File: config.mk
export PLATFORM = sky130hd
export DESIGN_NAME = cmos_stream_ctrl
export DESIGN_NICKNAME = d
export VERILOG_FILES = /design/src/rtl/cmos_stream_ctrl.sv
export SDC_FILE = /design/constraint.sdc
export NUM_CORES = 1
export LEC_CHECK = 0
export BUFFER_PORTS_ARGS = -buffer_cell sky130_fd_sc_hd__buf_2
export CAP_MARGIN = 20
export CORE_MARGIN = 1
export CORE_UTILIZATION = 40
export CTS_BUF_LIST = sky130_fd_sc_hd__clkbuf_8
export DETAILED_ROUTE_END_ITERATION = 12
export PLACE_DENSITY = 0.7
export SYNTH_ARGS = -nofsm -noshare
export SYNTH_HDL_FRONTEND = slang
export SYNTH_SLANG_ARGS = --single-unit
File: constraint.sdc
create_clock -name aclk -period 2.7 [get_ports aclk]
set_input_delay 0.27 -clock aclk [delete_from_list [all_inputs] [get_ports aclk]]
set_output_delay 0.27 -clock aclk [all_outputs]
set_load 0.1 [all_outputs]
File: src/rtl/cmos_stream_ctrl.sv
// Stream-side sequencer for the CMOS video input: gates the formatter enable on run/lock,
// snoops the outgoing AXI4-Stream for frame geometry, and keeps frame/error counters.
module cmos_stream_ctrl #(
    parameter int unsigned H_ACTIVE     = 1280,
    parameter int unsigned V_ACTIVE     = 720,
    parameter int unsigned LOCK_WAIT    = 16,
    parameter int unsigned FLUSH_CYCLES = 64
) (
    input  logic        aclk,
    input  logic        aresetn,
    input  logic        ctrl_run,
    input  logic        vtd_locked,
    input  logic        overflow,
    input  logic        s_tvalid,
    input  logic        s_tready,
    input  logic        s_tuser,
    input  logic        s_tlast,
    output logic        axis_enable,
    output logic [2:0]  state_o,
    output logic [15:0] frame_cnt,
    output logic [7:0]  err_cnt,
    output logic        frame_irq
);

    localparam int unsigned TMax = (LOCK_WAIT > FLUSH_CYCLES) ? LOCK_WAIT : FLUSH_CYCLES;
    localparam int unsigned TW   = $clog2(TMax + 1);

    localparam logic [11:0]   HAct      = 12'(H_ACTIVE);
    localparam logic [11:0]   VAct      = 12'(V_ACTIVE);
    localparam logic [TW-1:0] LockWait  = TW'(LOCK_WAIT);
    localparam logic [TW-1:0] FlushLast = TW'(FLUSH_CYCLES - 1);

    typedef enum logic [2:0] {
        StIdle     = 3'd0,
        StWaitLock = 3'd1,
        StArm      = 3'd2,
        StRun      = 3'd3,
        StFlush    = 3'd4
    } state_e;

    state_e         state_q, state_d;
    logic [TW-1:0]  tmr_q, tmr_d;
    logic [11:0]    pix_q, pix_d;
    logic [11:0]    line_q, line_d;
    logic           sof_exp_q, sof_exp_d;
    logic           axis_enable_q, axis_enable_d;
    logic [15:0]    frame_cnt_q, frame_cnt_d;
    logic [7:0]     err_cnt_q, err_cnt_d;
    logic           frame_irq_q, frame_irq_d;

    logic        beat;
    logic [11:0] pix_nxt;
    logic        geo_err;
    logic        frame_end;
    logic        take_beat;
    logic        err_inc;

    assign beat    = s_tvalid & s_tready;
    assign pix_nxt = pix_q + 12'd1;
    // A beat is wrong if its SOF flag disagrees with the expected frame position, or its EOL
    // flag disagrees with the line length.
    assign geo_err   = (s_tuser != sof_exp_q) ||
                       (s_tlast ? (pix_nxt != HAct) : (pix_nxt == HAct));
    assign frame_end = s_tlast && ((line_q + 12'd1) == VAct);

    always_comb begin
        state_d     = state_q;
        tmr_d       = tmr_q;
        pix_d       = pix_q;
        line_d      = line_q;
        sof_exp_d   = sof_exp_q;
        frame_cnt_d = frame_cnt_q;
        err_cnt_d   = err_cnt_q;
        frame_irq_d = 1'b0;
        take_beat   = 1'b0;
        err_inc     = 1'b0;

        unique case (state_q)
            StIdle: begin
                tmr_d = '0;
                if (ctrl_run) state_d = StWaitLock;
            end
            StWaitLock: begin
                if (!ctrl_run) begin
                    state_d = StIdle;
                    tmr_d   = '0;
                end else if (!vtd_locked) begin
                    tmr_d = '0;
                end else if ((tmr_q + TW'(1)) >= LockWait) begin
                    state_d   = StArm;
                    tmr_d     = '0;
                    pix_d     = '0;
                    line_d    = '0;
                    sof_exp_d = 1'b1;
                end else begin
                    tmr_d = tmr_q + TW'(1);
                end
            end
            StArm: begin
                if (overflow || !vtd_locked) err_inc = 1'b1;
                else if (!ctrl_run)          state_d = StIdle;
                else if (beat && s_tuser)    take_beat = 1'b1;
            end
            StRun: begin
                // A stop request between frames takes effect at once; mid-frame it waits.
                if (overflow || !vtd_locked)  err_inc = 1'b1;
                else if (!ctrl_run && sof_exp_q) state_d = StIdle;
                else if (beat)                take_beat = 1'b1;
            end
            StFlush: begin
                if (tmr_q == FlushLast) begin
                    state_d = ctrl_run ? StWaitLock : StIdle;
                    tmr_d   = '0;
                end else begin
                    tmr_d = tmr_q + TW'(1);
                end
            end
            default: state_d = StIdle;
        endcase

        if (take_beat) begin
            if (geo_err) begin
                err_inc = 1'b1;
            end else begin
                state_d   = StRun;
                sof_exp_d = 1'b0;
                if (s_tlast) begin
                    pix_d = '0;
                    if (frame_end) begin
                        line_d      = '0;
                        sof_exp_d   = 1'b1;
                        frame_cnt_d = frame_cnt_q + 16'd1;
                        frame_irq_d = 1'b1;
                        if (!ctrl_run) state_d = StIdle;
                    end else begin
                        line_d = line_q + 12'd1;
                    end
                end else begin
                    pix_d = pix_nxt;
                end
            end
        end

        if (err_inc) begin
            state_d = StFlush;
            tmr_d   = '0;
            if (err_cnt_q != 8'hFF) err_cnt_d = err_cnt_q + 8'd1;
        end

        axis_enable_d = (state_d == StArm) || (state_d == StRun);
    end

    always_ff @(posedge aclk or negedge aresetn) begin
        if (!aresetn) begin
            state_q       <= StIdle;
            tmr_q         <= '0;
            pix_q         <= '0;
            line_q        <= '0;
            sof_exp_q     <= 1'b0;
            axis_enable_q <= 1'b0;
            frame_cnt_q   <= '0;
            err_cnt_q     <= '0;
            frame_irq_q   <= 1'b0;
        end else begin
            state_q       <= state_d;
            tmr_q         <= tmr_d;
            pix_q         <= pix_d;
            line_q        <= line_d;
            sof_exp_q     <= sof_exp_d;
            axis_enable_q <= axis_enable_d;
            frame_cnt_q   <= frame_cnt_d;
            err_cnt_q     <= err_cnt_d;
            frame_irq_q   <= frame_irq_d;
        end
    end

    assign axis_enable = axis_enable_q;
    assign state_o     = state_q;
    assign frame_cnt   = frame_cnt_q;
    assign err_cnt     = err_cnt_q;
    assign frame_irq   = frame_irq_q;

endmodule

* Word-level counts from Yosys, hierarchy flattened *
Index checks and enable logic that the tools add are counted.

word-level totals
  logic and storage cells = 102
  register bits after elaboration = 61
  input port bits = 9
  output and inout bits = 29

cells by class
  reductions and logical operators = 13
  eq/ne operators = 12
  bitwise gates (word level) = 2
  add/sub/neg operators = 5
  order comparisons = 1
  multiplexer cells = 60

operator list
  kind                     count
  $mux W12                 15
  $mux W3                  12
  $mux W7                  5
  $add A12 B1 Y12 const B  2
  $mux W1                  22
  $pmux W7 S3              1
  $add A16 B1 Y16 const B  1
  $pmux W3 S5              1
  $eq A12 B10 Y1 const B   1
  $eq A12 B11 Y1 const B   1
  $eq A3 B2 Y1 const B     4
  $ne A12 B11 Y1 const B   1
  $add A8 B1 Y8 const B    1
  $ne A8 B8 Y1 const B     1
  $add A7 B1 Y7 const B    1
  $eq A7 B6 Y1 const B     1
  $ge A7 B5 Y1 const B     1
  $mux W2                  3
  $reduce_and A4 Y1        1
  $reduce_bool A4 Y1       1
  $eq A3 B1 Y1 const B     1
  $eq A3 B3 Y1 const B     1
  $logic_and A1 B1 Y1      3
  $logic_not A3 Y1         1
  other kinds (8)          11

* Longest topological paths before layout *
Gate-level depths: netlist of run 1.

  depth after elaboration = 11
  gate-level depth with buffers = 9
  gate-level depth less buffers = 8

* Least setup slack after synthesis of run 1 *
Ideal clock, no wire load.

  path type = flip-flop to flip-flop
  start = register state_q[1] (netlist: state_o[1])
  end = register frame_cnt_q[10] (netlist: frame_cnt[10])
  setup time = 0.158 ns
  setup slack = -0.378 ns
  data required time = 2.542 ns
  buffers on the path = 2
  clock period less this slack = 3.078 ns
  arrival time = 2.919 ns
  cell stages (with the launch flop) = 9
  cells stage by stage = dfrtp_1 -> clkbuf_1 -> nor2b_1 -> nand4_1 -> or3_1 -> buf_2 -> a2111oi_4 -> nand4_1 -> xnor2_1

on the way
  cells in the longest elaborated chain, start to end = 3
  elaborated cells on any way between the ends = 4
  those cells by class = eq/ne (2); mux (1); reduce/logical (1)

ends and longest elaborated chain
  element                        RTL line  RTL
  from (decl)                    41        state_e state_q, state_d;
  from (signal assigned)         155       state_q <= StIdle;
  from (signal assigned)         165       state_q <= state_d;
  $eq A3 B2 Y1                   78        unique case (state_q)
  $pmux W1 S2 *                  78
  $reduce_and A4 Y1 (no line) *  --
  to (signal assigned)           171       frame_cnt_q <= frame_cnt_d;
  to (decl)                      47        logic [15:0] frame_cnt_q, frame_cnt_d;

Mark *: on every way between the ends. The rest lies on a longest branch, timed or not.
A chain may end at the register's enable or synchronous reset.

* Final worst setup path of run 1 *
  start = register pix_q[6]
  end = register err_cnt_q[1] (netlist: err_cnt[1])

on the way
  cells in the longest elaborated chain, start to end = 7
  elaborated cells on any way between the ends = 8
  those cells by class = add/sub (1); eq/ne (2); mux (3); reduce/logical (2)

ends and longest elaborated chain
  element                                           RTL line  RTL
  from (decl)                                       43        logic [11:0] pix_q, pix_d;
  from (signal assigned)                            167       pix_q <= pix_d;
  $add A12 B1 Y12 *                                 59        assign pix_nxt = pix_q + 12'd1;
  $eq A12 B11 Y1 or $ne A12 B11 Y1 (tied branches)  63        (s_tlast ? (pix_nxt != HAct) : (pix_nxt == HAct));
  $mux W1 *                                         63
  $logic_or A1 B1 Y1 *                              62        assign geo_err = (s_tuser != sof_exp_q) ||
  $mux W1 *                                         122       if (geo_err) begin
  $mux W1 *                                         121       if (take_beat) begin
  $reduce_and A2 Y1 (no line) *                     --
  to (signal assigned)                              172       err_cnt_q <= err_cnt_d;
  to (decl)                                         48        logic [7:0] err_cnt_q, err_cnt_d;

Marked as above.

==> results of run 1 <==
## sequential cells by signal (all words and copies together), names as in the netlist
register,cells
axis_enable,1
err_cnt,8
frame_cnt,16
frame_irq,1
line_q,12
pix_q,12
sof_exp_q,1
state_o,3
tmr_q,7
## final timing paths
check                      depth (start not counted)           from             to
hold reg to reg                                    1  frame_cnt[15]  frame_cnt[15]
max in group asynchronous                          2        aresetn      line_q[7]
setup reg to reg                                   8       pix_q[6]     err_cnt[1]
min in group aclk                                  3       ctrl_run     state_o[0]
setup / recovery                                   8       pix_q[6]     err_cnt[1]
hold / removal                                     1        aresetn     err_cnt[7]
## repair_timing
item	CTS	global route
gates resized for setup	0	17
setup buffers	0	0
endpoints found under the hold margin	0	0
endpoints found under the setup margin	0	53
## layout make-up
cell class | count | area share [%]
Clock buffer | 10 | 3.214
Clock inverter | 6 | 2.016
Inverter | 15 | 1.315
Multi-Input combinational cell | 303 | 44.89
Sequential cell | 61 | 35.80
Tap cell | 105 | 3.068
Timing Repair Buffer | 65 | 9.702
## critical path, delay by kind of cell, from the launching register on
kind                   cells  cell delay, ps
AOI/OAI and AO/OA          2             380
and+or+nand+nor            3            1130
muxes                      1             330
DFF                        1             380
buffers and inverters      2             360
## layer usage
| layer | routed length (um) | vias to the layer above |
|---|---|---|
| met4 | 157 | 0 |
| met3 | 228 | 19 |
| li1 | - | 1542 |
| met1 | 3809 | 1518 |
| met5 | 0 | - |
| met2 | 3950 | 49 |
## metrics by stage
stage	power [uW]	setup WS (ps)	hold WS, ps
3_5_place_dp	1035	48.30	401.6
4_1_cts	1960	24.63	34.37
5_1_grt	2012	-71.94	79.26
6_report	1946	2.640	18.72
2_1_floorplan	992.6	-73.73	-25.59
3_3_place_gp	1032	93.44	394.7
## cell families (layout without fill, tap and decap cells)
kind of cell	after synthesis	in the layout	share of synthesized area, %
compound gates	95	95	18.00
xor+xnor	23	23	5.818
fa+ha+maj	6	6	2.168
buf+inv	22	96	2.457
flops	61	61	44.09
mux	6	6	1.843
simple gates	173	173	25.62
## where the power goes
| part | leakage [uW] | switching (uW) | internal (uW) |
|---|---|---|---|
| sequential | 0.000834 | 14.1 | 923 |
| clock | 0.000112 | 386 | 543 |
| combinational | 0.00103 | 58.4 | 21.7 |
## synthesized netlist by cell type (all sizes together), types with 3 or more instances
| cell | instances |
|---|---|
| xnor2 | 13 |
| nor3 | 12 |
| and3 | 11 |
| clkbuf | 5 |
| mux2i | 3 |
| inv | 15 |
| o31ai | 7 |
| nand2 | 40 |
| nor2 | 30 |
| nand3 | 22 |
| dfrtp | 61 |
| o21ai | 39 |
| xor2 | 10 |
| nor4 | 3 |
| nor2b | 6 |
| mux2 | 3 |
| or3 | 7 |
| a21oi | 11 |
| ha | 6 |
| a41oi | 3 |
| and2 | 14 |
| a2111oi | 3 |
| o211ai | 3 |
| o21a | 6 |
| o2111ai | 3 |
| nand2b | 6 |
| nand4 | 13 |
| a31oi | 8 |
## cell usage in the layout, fill, tap and decap left out, types with 5 or more instances in the layout
cell	instances
buf_2	37
inv_1	15
nor3_1	9
nand2_1	40
and3_1	11
dfrtp_1	58
or3_1	6
o21ai_0	36
a21oi_1	11
xnor2_1	13
nand4_1	13
nand3_1	21
xor2_1	10
nor2_1	29
buf_4	25
ha_1	5
and2_1	14
o21a_1	6
nor2b_1	6
o31ai_1	7
a31oi_1	7
clkbuf_8	10
nand2b_1	6
==> reports/results.txt, run 1 <==
global placer's final weighted congestion - 0.8806
count of buffers from port buffering - 37
share of the synthesized area in the top cell type - 44.09%
standard cell core area - 0.008299 sq mm
die outline area - 0.009032 sq mm
die width - 95.04 um
DP Wirelength - 5829 um
I/O pin count - 38
end-of-flow core utilization - 51.59%
RSZ-0062 raised after global routing - true
via count of the first global-routing pass - 3064
met2 global-route usage - 33.03%
ant diodes - 0
Design Area, Final - 0.004282 sq mm
Clock Sink Count - 61
max frequency - 370.7 MHz
violation count after the first detailed-route iteration - 197
area grow syn2layout - 23.67%
required time worst endpoint - 2930 ps
antenna violations before repair - 0
actual transition at the worst max-transition pin - 814.2 ps
sort of element at the start of the critical path - flop
Worst Hold Class - primary input to async pin
power per unit of standard cell area - 454.6 mW/mm^2
number of nets with antenna violations after detailed routing - 0
Finished Layout Cells - 565
category of the worst setup path capture point - flop
post-route setup TNS - 0 ps
drt wl/cell - 14.42 um
ys async rst share - 100.0%
Syn Inst Count - 386
count of flip-flops with a built-in enable after synthesis - 0
multi-input combinational cell area - 0.001922 sq mm
critical path class - flop to flop
max-cap check violation count - 0
Critical-path top delay cell - or4_1
Critical Path, Cell by Cell - or4_1, nor4_2, o221ai_2, buf_4, or3_4, a31oi_1, buf_4, mux2_2
final-stage net count - 470
clock insertion delay at the later pin of the skew report - 340 ps
clock transition time at the flip-flop clock pins of the worst setup and hold paths - 70 ps
post-route clock period utilization - 99.90%
cell leakage power - 0.001981 uW
Clock Tree Buf Depth - 2
post-placement cell area - 0.003988 sq mm
DRC violation count after routing - 0
syn nets - 401
1st-pass router iterations - 4
routed vias - 3128
first-pass GRT wire length - 13720 um
most used flip-flop cell after synthesis - dfrtp_1
CTS hold repair buffers - 0
worst-path fanout max - 6
Fin. Hold Viols - 0
total placed cells including tap cells - 549
TritonCTS buffer count - 9
post-synth design cell area - 0.003462 sq mm
Most Frequent Cell on Critical Path - buf_4
root buffer cell - clkbuf_8
largest net degree at the start of global routing - 36
setup-violating endpoint count in the final report - 0
flip-flop and latch count after synthesis - 61
# rows - 33
Synth area leaders - dfrtp_1 44%, o21ai_0 5.5%, nand2_1 4.3%
global-route met3 utilization - 3.429%
peak ir drop on the vdd network - 0.2218 mV
clock skew - 9.798 ps
met1 global-route usage - 24.24%
unique cell type count in the Yosys netlist - 49
sequential standard cell area - 0.001533 sq mm
total global routing track utilization - 19.55%
status - finished, final reports clean
crit path DAT - 2920 ps
height of the chip - 95.04 um
residual overflow from global routing - 0
average vias per placed instance - 5.536
TritonCTS clock tree - yes
fraction of layout instances using a drive strength above 1 - 22.83%
Tmin final - 2697 ps
cell accounting for the most synthesized area - dfrtp_1
H-tree levels - 3
share of synthesized area occupied by flip-flops and latches - 44.09%
filler instances - 760
headroom to the max-slew limit - 45.72%
synth warn - 0
most congested layer reported by global routing - met2
average cell area after synthesis - 8.969 sq um
Initial Utilization - 41.72%
CP peak stage delay - 540 ps
routed wire length - 8145 um
Final Max Slew Viols - 0
worst-case register-to-register setup slack - 3 ps
No activity file was read; power rests on OpenSTA's default activity.
==> run 2, diff against run 1 <==
--- a/config.mk
+++ b/config.mk
@@ -7,6 +7,7 @@
 export LEC_CHECK = 0
 export BUFFER_PORTS_ARGS = -buffer_cell sky130_fd_sc_hd__buf_2
 export CAP_MARGIN = 20
+export CORE_ASPECT_RATIO = 1.75
 export CORE_MARGIN = 1
 export CORE_UTILIZATION = 40
 export CTS_BUF_LIST = sky130_fd_sc_hd__clkbuf_8
==> run 2 against run 1 <==
Hold slack improved by 270 ps. Register-to-register slack barely moved. Combinational power barely moved. Cell count rose by 3.4%. Final area rose by 2.3%. Global-route usage rose by 1.2 points. Highest routed layer unchanged.
==> reports/results.txt, run 2 (synthesis results as in run 1) <==
number of cells on the worst reg-to-reg path - 8 (unchanged)
standard cell core area - 0.008368 sq mm (+0.83%)
die outline area - 0.009046 sq mm (+0.16%)
# rows - 44 (+33%)
1st-pass router iterations - 4 (unchanged)
post-placement cell area - 0.004025 sq mm (+0.94%)
post-route setup TNS - 0 ps (unchanged)
first-pass GRT wire length - 14740 um (+7.4%)
root buffer cell - clkbuf_8
Tmin final - 2696 ps (-0.9128 ps)
via count of the first global-routing pass - 3217 (+5.0%)
DP Wirelength - 6311 um (+8.3%)
I/O pin count - 38 (unchanged)
Clock Tree Buf Depth - 2 (unchanged)
Worst Min Path Start - ctrl_run
critical path class - flop to flop
count of buffers from port buffering - 37 (unchanged)
die width - 72.33 um (-24%)
fraction of layout instances using a drive strength above 1 - 24.95% (+2.1 points)
total placed cells including tap cells - 564 (+2.7%)
TritonCTS clock tree - yes
Final Max Slew Viols - 0 (unchanged)
sequential standard cell area - 0.001533 sq mm (unchanged)
Design Area, Final - 0.004380 sq mm (+2.3%)
Critical Path, Cell by Cell - or4_4, nor4_4, o221ai_4, or3_4, a2111oi_4, buf_6, nand4_1, xnor2_1
area grow syn2layout - 26.53%
max-cap check violation count - 0 (unchanged)
clock transition time at the flip-flop clock pins of the worst setup and hold paths - 70 ps (about the same)
global placer's final weighted congestion - 0.8757 (-0.56%)
Worst Hold Depth - 3
H-tree levels - 3 (unchanged)
final-stage net count - 479 (+1.9%)
Worst Hold Class - primary input to flop
height of the chip - 125.1 um (+32%)
routed wire length - 8735 um (+7.2%)
multi-input combinational cell area - 0.001969 sq mm (+2.5%)
required time worst endpoint - 2930 ps (about the same)
drt wl/cell - 14.96 um (+3.8%)
max frequency - 370.9 MHz (about the same)
clock skew - 14.66 ps (+4.861 ps)
category of the worst setup path capture point - flop
Clock Sink Count - 61 (unchanged)
residual overflow from global routing - 0 (unchanged)
status - finished, final reports clean
PnR Total Power - 1880 uW (-3.4%)
end-of-flow core utilization - 52.35% (+0.76 points)
setup-violating endpoint count in the final report - 0 (unchanged)
peak ir drop on the vdd network - 0.5371 mV (+140%)
commonest non-fill, non-tap cells in the layout - 58 x dfrtp_1, 40 x nand2_1, 37 x o21ai_0, 37 x buf_2, 35 x buf_4
Fin. Hold Viols - 0 (unchanged)
filler instances - 792 (+4.2%)
post-route clock period utilization - 99.87% (about the same)
routed vias - 3238 (+3.5%)
cell leakage power - 0.002033 uW (+2.6%)
total global routing track utilization - 20.75% (+1.2 points)
most common cell after layout, fill and taps aside - dfrtp_1
Finished Layout Cells - 584 (+3.4%)
headroom to the max-slew limit - 61.44% (+16 points)
CP peak stage delay - 560 ps (+20 ps)
sort of element at the start of the critical path - flop
number of nets with antenna violations after detailed routing - 0 (unchanged)
worst reg2reg endpoint - frame_cnt[7]
flip-flop count of the largest register, all copies and words added - 16 (unchanged)
clock insertion delay at the later pin of the skew report - 360 ps (+20 ps)
violation count after the first detailed-route iteration - 144 (-27%)
average vias per placed instance - 5.545 (+0.15%)
worst-path fanout max - 10 (+4)
DRC violation count after routing - 0 (unchanged)
antenna violations before repair - 0 (unchanged)
RSZ-0062 raised after global routing - true
Critical-path top delay cell - or4_4
terminating pin of the worst hold path - state_o[0]
largest net degree at the start of global routing - 24 (-33%)
crit path DAT - 2930 ps (about the same)
reg-to-reg startpoint - pix_q[6]
actual transition at the worst max-transition pin - 577.8 ps (-236.4 ps)
Initial Utilization - 41.37% (-0.34 points)
power per unit of standard cell area - 429.1 mW/mm^2 (-5.6%)
ant diodes - 0 (unchanged)
worst-case register-to-register setup slack - 4 ps (about the same)
TritonCTS buffer count - 9 (unchanged)
## run 2: cell count changes in the layout (fill, tap and decap cells not counted), sizes merged
cell / previous run / this run
clkinv: 3 / 2
bufinv: 2 / 1
buf: 65 / 73
dlygate4sd3: 0 / 1
clkinvlp: 1 / 2
inv: 15 / 16
## run 2: worst max-delay path by stage
stage | from | slack [ps] | depth (start not counted) | to
floorplan | pix_q[6] | -70 | 8 | frame_cnt[3]
global placement | pix_q[6] | 100 | 8 | frame_cnt[3]
detailed placement | pix_q[6] | -20 | 8 | frame_cnt[7]
CTS | pix_q[6] | 10 | 8 | frame_cnt[7]
global route | pix_q[6] | -70 | 8 | frame_cnt[7]
finish | pix_q[6] | 4 | 8 | frame_cnt[7]
## run 2: where the power goes
group          total [uW]  switching (uW)  internal, uW
clock                 863             406           457
sequential            936            13.8           923
combinational        80.0            58.1          21.9
total                1880             478          1400
## run 2: layout make-up
cell class | count | area share, %
well taps | 115 | 3.285
flip-flops and latches | 61 | 34.99
clock inverters | 6 | 1.628
multi-input cells | 303 | 44.96
clock buffers | 10 | 3.142
repair buffers | 74 | 10.71
inverters | 15 | 1.285
## run 2: timing repair
item / CTS / global route
hold buffers: 1 / 0
cloned: 0 / 0
pin swaps: 1 / 6
setup endpoints to repair: 7 / 46
buffers inserted: 0 / 3
resized for setup: 3 / 19
endpoints found under the hold margin: 21 / 0
## run 2: worst max-delay path: cells and delay by family, from the launching register on
kind                      cells  cell delay [ps]
AOI/OAI and AO/OA             2              490
xor gates and xnor gates      1              160
buffers and inverters         1              190
DFF                           1              390
and+or+nand+nor               4             1350
## run 2: metrics by stage
stage | hold WS (ps) | setup WS, ps
2_1_floorplan | -25.59 | -73.73
3_3_place_gp | 272.6 | 103.8
4_1_cts | 265.2 | 10.05
3_5_place_dp | 273.1 | -18.14
6_report | 289.3 | 3.553
5_1_grt | 288.0 | -73.71
## run 2: metal layers
metal  vias up  GRT usage [%]  part of all wire [%]
met5         -              0                     0
met4         0          11.07                   2.4
met3        21          4.110                   3.2
met2        78          35.07                    54
met1      1571          24.15                    40
li1       1568              -                     -
